$ cat src/rtl/piso_shift_tx_if.sv
// Load handshake and serial output bundle for piso_shift_tx.
// master = word producer / serial consumer side, slave = the transmitter.
interface piso_shift_tx_if #(
    parameter int unsigned N = 6
);
    logic         load;
    logic [N-1:0] pdata;
    logic         ready;
    logic         so;
    logic         so_valid;
    logic         done;

    modport master (
        output load,
        output pdata,
        input  ready,
        input  so,
        input  so_valid,
        input  done
    );

    modport slave (
        input  load,
        input  pdata,
        output ready,
        output so,
        output so_valid,
        output done
    );
endinterface

$ cat src/rtl/piso_shift_tx.sv
// Parallel-in serial-out transmitter: one N-bit word per frame, MSB first, registered outputs.
// Define PIPO_PARITY_EN to append one even-parity bit to every frame.
module piso_shift_tx #(
    parameter int unsigned N = 6
) (
    input logic            clk,
    input logic            rst_n,
    piso_shift_tx_if.slave bus
);

    localparam int unsigned CntW = $clog2(N + 1);

    localparam logic [1:0] StIdle   = 2'd0;
    localparam logic [1:0] StShift  = 2'd1;
`ifdef PIPO_PARITY_EN
    localparam logic [1:0] StParity = 2'd2;
`endif

    logic [1:0]      state_q, state_d;
    logic [N-1:0]    shreg_q, shreg_d;
    logic [CntW-1:0] cnt_q, cnt_d;
    logic            so_q, so_d;
    logic            so_valid_q, so_valid_d;
    logic            ready_q, ready_d;
    logic            done_q, done_d;
    logic            last_bit;
`ifdef PIPO_PARITY_EN
    logic            parity_q, parity_d;
`endif

    // cnt_q counts bits already on the line; N-1 means the final data bit is out now.
    assign last_bit = (cnt_q == CntW'(N - 1));

    always_comb begin
        state_d    = state_q;
        shreg_d    = shreg_q;
        cnt_d      = cnt_q;
        so_d       = 1'b0;
        so_valid_d = 1'b0;
        ready_d    = 1'b0;
        done_d     = 1'b0;
`ifdef PIPO_PARITY_EN
        parity_d   = parity_q;
`endif
        case (state_q)
            StIdle: begin
                ready_d = 1'b1;
                if (bus.load && ready_q) begin
                    shreg_d    = bus.pdata;
                    cnt_d      = '0;
                    state_d    = StShift;
                    so_d       = bus.pdata[N-1];
                    so_valid_d = 1'b1;
                    ready_d    = 1'b0;
`ifdef PIPO_PARITY_EN
                    parity_d   = ^bus.pdata;
`endif
                end
            end
            StShift: begin
                shreg_d = shreg_q << 1;
                cnt_d   = cnt_q + CntW'(1);
                if (last_bit) begin
`ifdef PIPO_PARITY_EN
                    state_d    = StParity;
                    so_d       = parity_q;
                    so_valid_d = 1'b1;
`else
                    state_d    = StIdle;
                    ready_d    = 1'b1;
                    done_d     = 1'b1;
`endif
                end else begin
                    // so_q already shows shreg_q[N-1]; the next bit down follows.
                    so_d       = shreg_q[N-2];
                    so_valid_d = 1'b1;
                end
            end
`ifdef PIPO_PARITY_EN
            StParity: begin
                state_d = StIdle;
                ready_d = 1'b1;
                done_d  = 1'b1;
            end
`endif
            default: begin
                state_d = StIdle;
                ready_d = 1'b1;
            end
        endcase
    end

    always_ff @(posedge clk or negedge rst_n) begin
        if (!rst_n) begin
            state_q    <= StIdle;
            shreg_q    <= '0;
            cnt_q      <= '0;
            so_q       <= 1'b0;
            so_valid_q <= 1'b0;
            ready_q    <= 1'b1;
            done_q     <= 1'b0;
`ifdef PIPO_PARITY_EN
            parity_q   <= 1'b0;
`endif
        end else begin
            state_q    <= state_d;
            shreg_q    <= shreg_d;
            cnt_q      <= cnt_d;
            so_q       <= so_d;
            so_valid_q <= so_valid_d;
            ready_q    <= ready_d;
            done_q     <= done_d;
`ifdef PIPO_PARITY_EN
            parity_q   <= parity_d;
`endif
        end
    end

    assign bus.ready    = ready_q;
    assign bus.so       = so_q;
    assign bus.so_valid = so_valid_q;
    assign bus.done     = done_q;

endmodule

$ cat src/flat_wrapper.sv
// flat-port wrapper written by rule: the top's interface ports become plain ports
module piso_shift_tx_flat 
#(
    parameter int unsigned N = 6
)
  (clk, rst_n, bus_load, bus_pdata, bus_ready, bus_so, bus_so_valid, bus_done);
  piso_shift_tx_if #(.N(N)) bus_i ();
  input logic clk;
  input logic rst_n;
  input wire logic [$bits(bus_i.load)-1:0] bus_load;
  input wire logic [$bits(bus_i.pdata)-1:0] bus_pdata;
  output wire logic [$bits(bus_i.ready)-1:0] bus_ready;
  output wire logic [$bits(bus_i.so)-1:0] bus_so;
  output wire logic [$bits(bus_i.so_valid)-1:0] bus_so_valid;
  output wire logic [$bits(bus_i.done)-1:0] bus_done;
  assign bus_i.load = bus_load;
  assign bus_i.pdata = bus_pdata;
  assign bus_ready = bus_i.ready;
  assign bus_so = bus_i.so;
  assign bus_so_valid = bus_i.so_valid;
  assign bus_done = bus_i.done;
  piso_shift_tx #(.N(N)) u_core (.clk(clk), .rst_n(rst_n), .bus(bus_i));
endmodule
$ cat config.mk
export PLATFORM = sky130hd
export DESIGN_NAME = piso_shift_tx_flat
export DESIGN_NICKNAME = d
export VERILOG_FILES = /design/src/rtl/piso_shift_tx_if.sv /design/src/rtl/piso_shift_tx.sv /design/src/flat_wrapper.sv
export SDC_FILE = /design/constraint.sdc
export NUM_CORES = 1
export LEC_CHECK = 0
export CELL_PAD_IN_SITES_DETAIL_PLACEMENT = 0
export CELL_PAD_IN_SITES_GLOBAL_PLACEMENT = 1
export CORE_MARGIN = 8
export CORE_UTILIZATION = 34
export DETAILED_ROUTE_END_ITERATION = 7
export PLACE_DENSITY = 0.71
export RECOVER_POWER = 50
export SYNTH_ARGS = -nofsm -noshare
export SYNTH_HDL_FRONTEND = slang
export SYNTH_SLANG_ARGS = --single-unit
$ cat constraint.sdc
create_clock -name clk -period 1 [get_ports clk]
set_input_delay 0.2 -clock clk [delete_from_list [all_inputs] [get_ports clk]]
set_output_delay 0.2 -clock clk [all_outputs]
set_load 0.005 [all_outputs]
[Word-level counts from Yosys, hierarchy flattened]
Cells that the tools add are included.
Cells by class
  magnitude comparators: 0
  multiplexer cells: 17
  $add $sub $neg: 1
  reductions and logical operators: 5
  div/mod/pow operators: 0
  bitwise gates (word level): 0
  equality and inequality tests: 4
  multipliers: 0
  shift-type cells: 0
Operator list (count)
  $pmux W5 S2: 1
  $mux W1: 7
  $pmux W1 S2: 3
  $pmux W3 S2: 1
  $mux W5: 1
  $mux W2: 2
  $ne A2 B1 Y1 const B: 2
  $pmux W2 S2: 1
  $reduce_and A2 Y1: 2
  $add A3 B1 Y3 const B: 1
  $eq A3 B3 Y1 const B: 1
  $mux W3: 1
  $eq A2 B1 Y1 const B: 1
  $logic_not A2 Y1: 1
  $reduce_bool A2 Y1: 1
  $logic_and A1 B1 Y1: 1
Word-level totals
  bits in writable memories: 0
  memory bits (read-only): 0
  memories: 0
  latch bits: 0
  output and inout port bits: 4
  word-level logic and storage cells: 34
  flip-flop bits (word level): 14

[Logic depth before layout (Yosys ltp)]
Gate-level depths: netlist of the first run.
  depth after elaboration: 3
  depth in mapped cells: 4
  mapped depth without buffers: 4

[Least setup slack after synthesis of the first run]
No wires, ideal clock.
  kind: reg-to-reg
  from: register u_core.ready_q (netlist: u_core.bus.ready)
  to: register u_core.shreg_q[1]
  stages on the path, launching flop included: 5
  library setup time: 136 ps
  slack: -131 ps
  data arrival time: 995 ps
  path through: dfstp_2 -> buf_2 -> and2_4 -> buf_6 -> o311ai_2
On the way
  word-level cells in the longest chain between the ends: 3
Ends and longest elaborated chain
  start: declaration: line piso_shift_tx.sv:24  | logic ready_q, ready_d;
  start signal: assignment: line piso_shift_tx.sv:111  | ready_q <= ready_d;
  $logic_and A1 B1 Y1: line piso_shift_tx.sv:48  | if (bus.load && ready_q) begin
  $ne A2 B1 Y1 (no line)
  $reduce_and A2 Y1 (no line)
  end signal: assignment: line piso_shift_tx.sv:107  | shreg_q <= shreg_d;
  end: declaration: line piso_shift_tx.sv:20  | logic [N-1:0] shreg_q, shreg_d;
No other way between the ends.
A chain may end at the register's enable or synchronous reset.

[Worst setup path in the final report of the first run]
  from: register u_core.ready_q (netlist: u_core.bus.ready)
  to: output bus_ready
RTL lines
  end: declaration: line flat_wrapper.sv:12  | output wire logic [$bits(bus_i.ready)-1:0] bus_ready;
No word-level cell between the ends.

==> results of run 1 <==
==> through the flow <==
| stage | TNS, ns | cells | hold WS, ns | setup slack [ns] | area [sq um] |
|---|---|---|---|---|---|
| 6_report | -0.7905 | 108 | 0.3826 | -0.1292 | 920.9 |
| 5_1_grt | -1.235 | 108 | 0.4232 | -0.1674 | 920.9 |
| 4_1_cts | -1.143 | 105 | 0.3145 | -0.1295 | 873.3 |
| 3_5_place_dp | -2.647 | 101 | 0.4943 | -0.2377 | 843.3 |
| 3_3_place_gp | -2.463 | 101 | 0.4906 | -0.2303 | 843.3 |
| 2_1_floorplan | -0.5251 | 58 | -0.09559 | -0.08380 | 671.9 |
==> logic make-up (layout without fill, tap and decap cells) <==
kind of cell	count (synthesis)	after routing
DFF	13	13
AOI/OAI and AO/OA	12	12
adders and majority gates	2	2
buffers and inverters	11	34
and+or+nand+nor	20	20
==> report_power, final <==
group | internal, W | total, W | switching, W
Combinational | 0.000696 | 0.00123 | 0.000535
Sequential | 0.000747 | 0.000922 | 0.000175
Clock | 0.000155 | 0.000334 | 0.000179
==> worst paths after layout <==
path	startpoint	end	slack, ns	depth (start not counted)
max	u_core.bus.ready$_DFF_PN1_	bus_ready	-0.13	1
min	rst_n	u_core.shreg_q[0]$_DFFE_PN0P_	0.38	2
max reg2reg	u_core.bus.ready$_DFF_PN1_	u_core.shreg_q[2]$_DFFE_PN0P_	-0.10	3
min reg2reg	u_core.shreg_q[0]$_DFFE_PN0P_	u_core.shreg_q[1]$_DFFE_PN0P_	0.51	2
max in group asynchronous	rst_n	u_core.cnt_q[0]$_DFFE_PN0P_	0.41	2
min in group clk	bus_pdata[0]	u_core.shreg_q[0]$_DFFE_PN0P_	0.49	3
==> state kept, by name (all words and copies together), names as in the netlist <==
signal	cells
u_core.bus.so	1
u_core.cnt_q	3
u_core.bus.done	1
u_core.shreg_q	5
u_core.bus.ready	1
u_core.state_q	1
u_core.bus.so_valid	1
==> metal layers <==
metal	GRT usage [%]	vias up	part of all wire, %
li1	-	244	-
met1	10.26	238	46
met2	11.59	10	42
met3	4.731	5	7.7
met4	5.102	0	4.1
met5	0	-	0
==> area by class of cell <==
class,count,share of cell area (%)
Sequential cell,13,35.60
Multi-Input combinational cell,34,34.51
Timing Repair Buffer,24,20.92
Tap cell,27,3.668
Clock buffer,4,2.853
Inverter,6,2.446
==> placed cells by master (no fill, tap or decap), types with 3 or more instances in the layout <==
| master | instances |
|---|---|
| nand2b_1 | 4 |
| buf_4 | 9 |
| clkbuf_4 | 3 |
| buf_2 | 3 |
| clkdlybuf4s50_1 | 7 |
| nand2_1 | 6 |
| nand4b_1 | 4 |
| inv_1 | 5 |
| clkbuf_1 | 3 |
| dfrtp_1 | 11 |
| o311ai_2 | 4 |
==> what timing repair did <==
action                                  4_1_cts  5_1_grt
setup buffers                                 0        3
resized for setup                            21        8
pin swaps                                     0        4
endpoints found under the setup margin       15       14
==> reports/metrics.yaml, run 1 <==
status: "finished, violations left"
violations: "setup timing"
clk_latency_ns: 0.28
syn_to_final_growth_pct: 39.13
routed_wl_um: 1398
synth_compound_area_share_pct: 19.28
drc: 0
synth-seq-cells: 13
filler_cell_count: 176
initial_core_util_pct: 34.80
worstMarginPinSlew_ns: 0.2265
finalNetCount: 93
synthTopCellsByCount: "12 x dfrtp_1, 6 x inv_1, 6 x nand2_1"
vias: 497
clock_sinks: 13
cp.required_ns: 0.80
pwr_density_cell_nw_per_um2: 2702
drive_gt1_share_pct: 39.51
synthSimpleGateAreaFrac_pct: 18.15
netlist_area_sq_um: 661.9
fin_ws_ns: -0.1292
async_flop_share_pct: 100.0
core_sq_um: 1902
synth_top_family_by_area: "compound AO/OA/AOI/OAI gates"
htree_num_levels: 1
grt_usage_pct: 8.593
cp_top_family: "flip-flops"
synth-xor-area-share_pct: 0
grt_pass1_wl_um: 2263
clk_pin_slew_ns: 0.08
arrival_ns: 0.93
end_kind: "output port"
vdd_ir_drop_max_mv: 1.712
cts_tree: "done"
netlist_instances: 58
rows: 16
dr.first_iter.drc_count: 1
final-hold-violation-count: 0
syn-mean-instance-area_sq_um: 11.41
seqCellArea_sq_um: 327.8
antenna_found_initial: 0
critPathMaxFanout: 2
leakage_nw: 0.3922
io_pins: 13
dieArea_sq_um: 3614
path_cells: "buf_6"
yosys_warnings: 0
max_slew_margin_pct: 84.90
gr-total-overflow: 0
multiInputGateArea_sq_um: 317.8
synth-edff-count: 0
critical_path.slowest_cell: "dfstp_2"
num_antenna_cells: 0
synth_fa_ha_area_share_pct: 3.781
slew_violations: 0
post-route-util_pct: 48.42
cts_root_buf: "clkbuf_4"
die_x_um: 60.12
finalSetupViolations: 9
min_path_type: "input pin to asynchronous set/reset pin"
post-synth-top-count-cell: "dfrtp_1"
yosysSeqAreaShare_pct: 49.34
numCtsBuffers: 3
synthMuxAreaShare_pct: 0
cp.buffers_inverters: 1
io_buffers: 12
p_total_w: 0.002488
critical-path-max-stage-delay_ns: 0.55
yosysTopAreaCell: "dfrtp_1"
dieHeight_um: 60.12
startpoint_type: "flip-flop"
ys_types: 22
synth.net_count: 69
synth.area.top_cells: "dfrtp_1 45%, o311ai_2 9.8%, nand4b_1 5.3%, dfstp_2 4.0%, ha_1 3.8%"
dp_hpwl_um: 998.7
avgRoutedWirePerCell_um: 12.94
post-route-min-period_ns: 1.129
rsz0062_at_grt: "yes"
grt_max_degree: 12
synthFlopType: "dfrtp_1"
cts-hold-fix-buffers: 0
final.period_utilization_pct: 112.9
place.gp.congestion: 0.7328
clock_skew_ns: 0.0008611
grt_pass1_vias: 509
synth_top_area_share_pct: 45.37
maxCapViolCount: 0
cts_max_path_buffers: 2
via_per_inst: 4.602
drt_first_pass_iters: 4
fmax_mhz: 885.6
crit_type: "flip-flop to output port"
drtAntennaViolNets: 0
Note: power is estimated with default switching activity, not from simulation.
==> inputs of run 2 (changes only) <==
Settings changed: PLACE_DENSITY 0.71 to 0.72.
==> reports/metrics.yaml, run 2 (synthesis results as in run 1) <==
status: "finished, violations left"
violations: "setup timing"
clk_latency_ns: 0.27  # about the same
final_common_cell: "dfrtp_1"
seqCellArea_sq_um: 326.6  # -0.38%
dr.first_iter.drc_count: 2  # +1
rows: 16  # unchanged
max_slew_margin_pct: 61.47  # -23 points
rsz0062_at_grt: "yes"
leakage_nw: 0.4114  # +4.9%
cp.buffers_inverters: 1  # unchanged
cp.required_ns: 0.80  # about the same
final_cell_area_sq_um: 947.2  # +2.9%
layout_common_cells: "12 x dfrtp_1, 8 x clkdlybuf4s50_1, 8 x buf_4"
final-hold-violation-count: 0  # unchanged
startpoint_type: "flip-flop"
pwr_density_cell_nw_per_um2: 2675  # -0.99%
vias: 497  # unchanged
initial_core_util_pct: 34.80  # unchanged
grt_pass1_wl_um: 2063  # -8.8%
top_register: "u_core.shreg_q"
htree_num_levels: 1  # unchanged
multiInputGateArea_sq_um: 327.8  # +3.1%
dp_hpwl_um: 952.8  # -4.6%
clock_sinks: 13  # unchanged
slew_violations: 0  # unchanged
worstMarginPinSlew_ns: 0.5770  # +0.3505 ns
antenna_found_initial: 0  # unchanged
post-route-min-period_ns: 1.108  # -0.02107 ns
filler_cell_count: 178  # +1.1%
place_area_sq_um: 848.3  # +0.59%
post-route-util_pct: 49.80  # +1.4 points
vdd_ir_drop_max_mv: 1.353  # -21%
cts_root_buf: "clkbuf_4"
p_total_w: 0.002534  # +1.8%
pre_cts_ws_ns: -0.2559  # -0.01819 ns
cts-hold-fix-buffers: 0  # unchanged
place.gp.congestion: 0.7029  # -4.1%
io_buffers: 12  # unchanged
fin_ws_ns: -0.1081  # +0.02107 ns
finalNetCount: 92  # -1.1%
final.period_utilization_pct: 110.8  # -2.1 points
clk_pin_slew_ns: 0.08  # about the same
io_pins: 13  # unchanged
dieHeight_um: 60.12  # unchanged
grt_usage_pct: 7.939  # -0.65 points
drc: 0  # unchanged
cts_max_path_buffers: 2  # unchanged
grt_pass1_vias: 494  # -2.9%
holdWs_ns: 0.3690  # -0.01354 ns
maxCapViolCount: 0  # unchanged
cp_top_family: "flip-flops"
num_antenna_cells: 0  # unchanged
largest_register_ffs: 5  # unchanged
routed_wl_um: 1262  # -9.7%
crit_type: "flip-flop to output port"
syn_to_final_growth_pct: 43.10
arrival_ns: 0.91  # -0.02 ns
end_kind: "output port"
dieArea_sq_um: 3614  # unchanged
critical_path.slowest_cell: "dfstp_2"
fmax_mhz: 902.4  # +1.9%
numCtsBuffers: 3  # unchanged
gr-total-overflow: 0  # unchanged
drtAntennaViolNets: 0  # unchanged
finalSetupViolations: 9  # unchanged
avgRoutedWirePerCell_um: 11.79  # -8.9%
clock_skew_ns: 0.008652  # +0.007791 ns
critical-path-max-stage-delay_ns: 0.55  # about the same
reg_top3: "u_core.shreg_q (5), u_core.cnt_q (3)"
grt_max_degree: 14  # +2
die_x_um: 60.12  # unchanged
core_sq_um: 1902  # unchanged
via_per_inst: 4.645  # +0.93%
path_cells: "buf_6"
min_path_type: "input pin to asynchronous set/reset pin"
drt_first_pass_iters: 2  # -2
drive_gt1_share_pct: 40.00  # +0.49 points
critPathMaxFanout: 2  # unchanged
cts_tree: "done"
-- run 2: routing by layer --
layer	vias up	GRT usage (%)	wire length (um)
li1	244	-	-
met1	236	7.797	558
met2	12	11.43	540
met3	5	6.022	135
met4	0	5.102	27
met5	-	0	0
-- run 2: what timing repair did --
action	in CTS	in global routing
setup endpoints to repair	14	13
gates resized for setup	20	9
setup buffers	2	1
pin swaps	0	4
cloned	0	0
-- run 2: power by group --
part           leakage, nW  switching (W)  total [W]  internal (W)
Sequential           0.163       0.000164   0.000907      0.000743
Clock               0.0150       0.000160   0.000315      0.000155
Combinational        0.233       0.000551    0.00131      0.000761
-- run 2: worst register-to-register path, stage by stage, from the launching register on --
cell and delay [ns]:
dfstp_2 0.55, buf_6 0.13, and2_4 0.21, o21ai_1 0.10
-- run 2: worst paths after layout --
check                      depth (start not counted)                             to                           from  slack (ns)
hold reg to reg                                    2  u_core.shreg_q[1]$_DFFE_PN0P_  u_core.shreg_q[0]$_DFFE_PN0P_        0.51
hold / removal                                     2  u_core.shreg_q[2]$_DFFE_PN0P_                          rst_n        0.37
max in group asynchronous                          2  u_core.bus.so_valid$_DFF_PN0_                          rst_n        0.25
min in group clk                                   3  u_core.shreg_q[0]$_DFFE_PN0P_                   bus_pdata[0]        0.50
setup reg to reg                                   3    u_core.cnt_q[0]$_DFFE_PN0P_     u_core.bus.ready$_DFF_PN1_       -0.10
setup / recovery                                   1                      bus_ready     u_core.bus.ready$_DFF_PN1_       -0.11
-- run 2: area by class of cell --
class	instances	area share (%)
clock buffer	4	2.774
inverter	6	2.378
multi-input combinational	34	34.61
sequential	13	34.48
tap	27	3.567
timing repair buffer	23	22.19
-- run 2: per-stage QoR --
step | setup TNS, ns | instances
global placement | -2.464 | 100
CTS | -0.9432 | 106
floorplan | -0.5251 | 58
finish | -0.7060 | 107
detailed placement | -2.834 | 100
global route | -1.132 | 107
==> RTL edit, RTL diff (config.mk and constraints of run 2) <==
`N` is set to 6 in 3 places; all go to 12.
--- a/src/rtl/piso_shift_tx_if.sv
+++ b/src/rtl/piso_shift_tx_if.sv
@@ -1,7 +1,7 @@
 // Load handshake and serial output bundle for piso_shift_tx.
 // master = word producer / serial consumer side, slave = the transmitter.
 interface piso_shift_tx_if #(
-    parameter int unsigned N = 6
+    parameter int unsigned N = 12
 );
     logic         load;
     logic [N-1:0] pdata;
--- a/src/rtl/piso_shift_tx.sv
+++ b/src/rtl/piso_shift_tx.sv
@@ -1,7 +1,7 @@
 // Parallel-in serial-out transmitter: one N-bit word per frame, MSB first, registered outputs.
 // Define PIPO_PARITY_EN to append one even-parity bit to every frame.
 module piso_shift_tx #(
-    parameter int unsigned N = 6
+    parameter int unsigned N = 12
 ) (
     input logic            clk,
     input logic            rst_n,
--- a/src/flat_wrapper.sv
+++ b/src/flat_wrapper.sv
@@ -1,7 +1,7 @@
 // flat-port wrapper written by rule: the top's interface ports become plain ports
 module piso_shift_tx_flat 
 #(
-    parameter int unsigned N = 6
+    parameter int unsigned N = 12
 )
   (clk, rst_n, bus_load, bus_pdata, bus_ready, bus_so, bus_so_valid, bus_done);
   piso_shift_tx_if #(.N(N)) bus_i ();
Interface: changed (resized bus_pdata); port bits go from 13 to 19. No check against the original RTL was run, so the function may have changed too.
==> RTL edit against run 2 <==
  * Utilization fell by 0.47 points
  * Power rose by 21%
  * Die area rose by 23%
  * Worst setup slack got worse by 0.045 ns
  * Register-to-register slack got worse by 0.04 ns
  * Final area rose by 28%
  * Maximum frequency fell by 3.9%
  * Hold slack improved by 0.0063 ns
  * First-iteration DRC count rose to 5.0 times the old value
  * The flow still finishes with violations (setup timing)
  * Routed wire length rose by 39%
  * Critical path type unchanged
  * Sequential cell count rose by 7
  * Area after synthesis rose by 31%
  * Via count rose by 37%
==> RTL edit: results (changes against run 2) <==
[timing]
fin_skew_ns=0.00657  ; -0.00208 ns
setup_slack_ns=-0.153  ; -0.0451 ns
setup_viol=20  ; +11

[power]
p_int_mw=2.00  ; +21%
p_clk_mw=0.476  ; +51%
ir_drop_mv=1.22  ; -10%
p_total_mw=3.08  ; +21%

[place]
io_buffers=18  ; +6
gp_congestion=0.745  ; +6.0%
place.detailed.hpwl_mm=1.16  ; +21%
placed_area_sq_um=1150  ; +35%
dp_cells=134  ; +34%
dp_slack_ns=-0.346  ; -0.0901 ns

[run_status]
violations=setup timing
status=finished, violations left

[routing]
wl_met3_microns=80  ; -41%
wl_met1_microns=796  ; +43%

[grt]
grtUsageMet3_pct=3.02  ; -3.0 points
groute.usage.overall_pct=8.70  ; +0.77 points
use_met1_pct=11.2  ; +3.4 points
grt_first_pass_wirelength_mm=3.03  ; +47%
grtUsageMet2_pct=12.7  ; +1.2 points
grt_max_degree=21  ; +7

[synth]
synthTopCellsByCount=dfrtp_1, nand2_1, o21ai_0
syn_nets=98  ; +42%
synth_seq_area_share_pct=57.7  ; +8.4 points
synthCells=82  ; +41%
synth_area_leaders=dfrtp_1, mux2i_1, o21ai_0

[clock_tree]
postCtsSetupRepairBufs=1  ; -1
clk_pin_slew_ns=0.12  ; +0.04 ns

[cells_and_area]
drive_above_1_share_pct=22.3  ; -18 points

[setup_path]
cp.arrival_ns=0.95  ; +0.04 ns

[RTL edit: cell types whose count changed after synthesis, moves of 2 or more]
cell	run 2	this run
xor2_1	0	2
o311ai_2	4	0
mux2i_1	0	10
nand3_1	2	6
nand2b_1	4	0
nand4b_1	4	0
and2_1	2	0
clkbuf_1	0	2
o21ai_1	0	2
nand2_1	6	16
dfrtp_1	12	19
inv_1	6	1
o21ai_0	1	15
[RTL edit: layout make-up]
| type | instances | area, sq um |
|---|---|---|
| Sequential cell | 20 | 502 |
| Multi-Input combinational cell | 59 | 383 |
| Tap cell | 30 | 37.5 |
| Timing Repair Buffer | 28 | 249 |
| Inverter | 1 | 3.75 |
| Fill cell | 238 | 1240 |
| Clock buffer | 4 | 36.3 |
[RTL edit: worst paths after layout]
kind,from,endpoint,slack (ns),depth (start not counted)
max,u_core.bus.ready,bus_ready,-0.15,1
min,rst_n,u_core.bus.done,0.38,2
max reg2reg,u_core.bus.ready,u_core.shreg_q[3],-0.14,4
min reg2reg,u_core.shreg_q[7],u_core.shreg_q[8],0.50,2
max in group asynchronous,rst_n,u_core.bus.ready,0.26,2
min in group clk,bus_pdata[11],u_core.bus.so,0.47,3
[RTL edit: kinds of logic (layout without fill, tap and decap cells)]
group	after synthesis	count (layout)	share of synthesized area, %
buf+inv	5	33	3.16
compound gates	19	19	11.2
fa+ha+maj	1	1	1.44
flops	20	20	57.7
xor+xnor	2	2	2.01
simple gates	25	27	12.9
mux	10	10	11.5
[RTL edit: worst reg2reg max path: stages (launching register included)]
cell and delay [ns]:
dfstp_2 0.55, buf_6 0.14, nand2_8 0.08, mux2i_2 0.19, o21ai_1 0.08
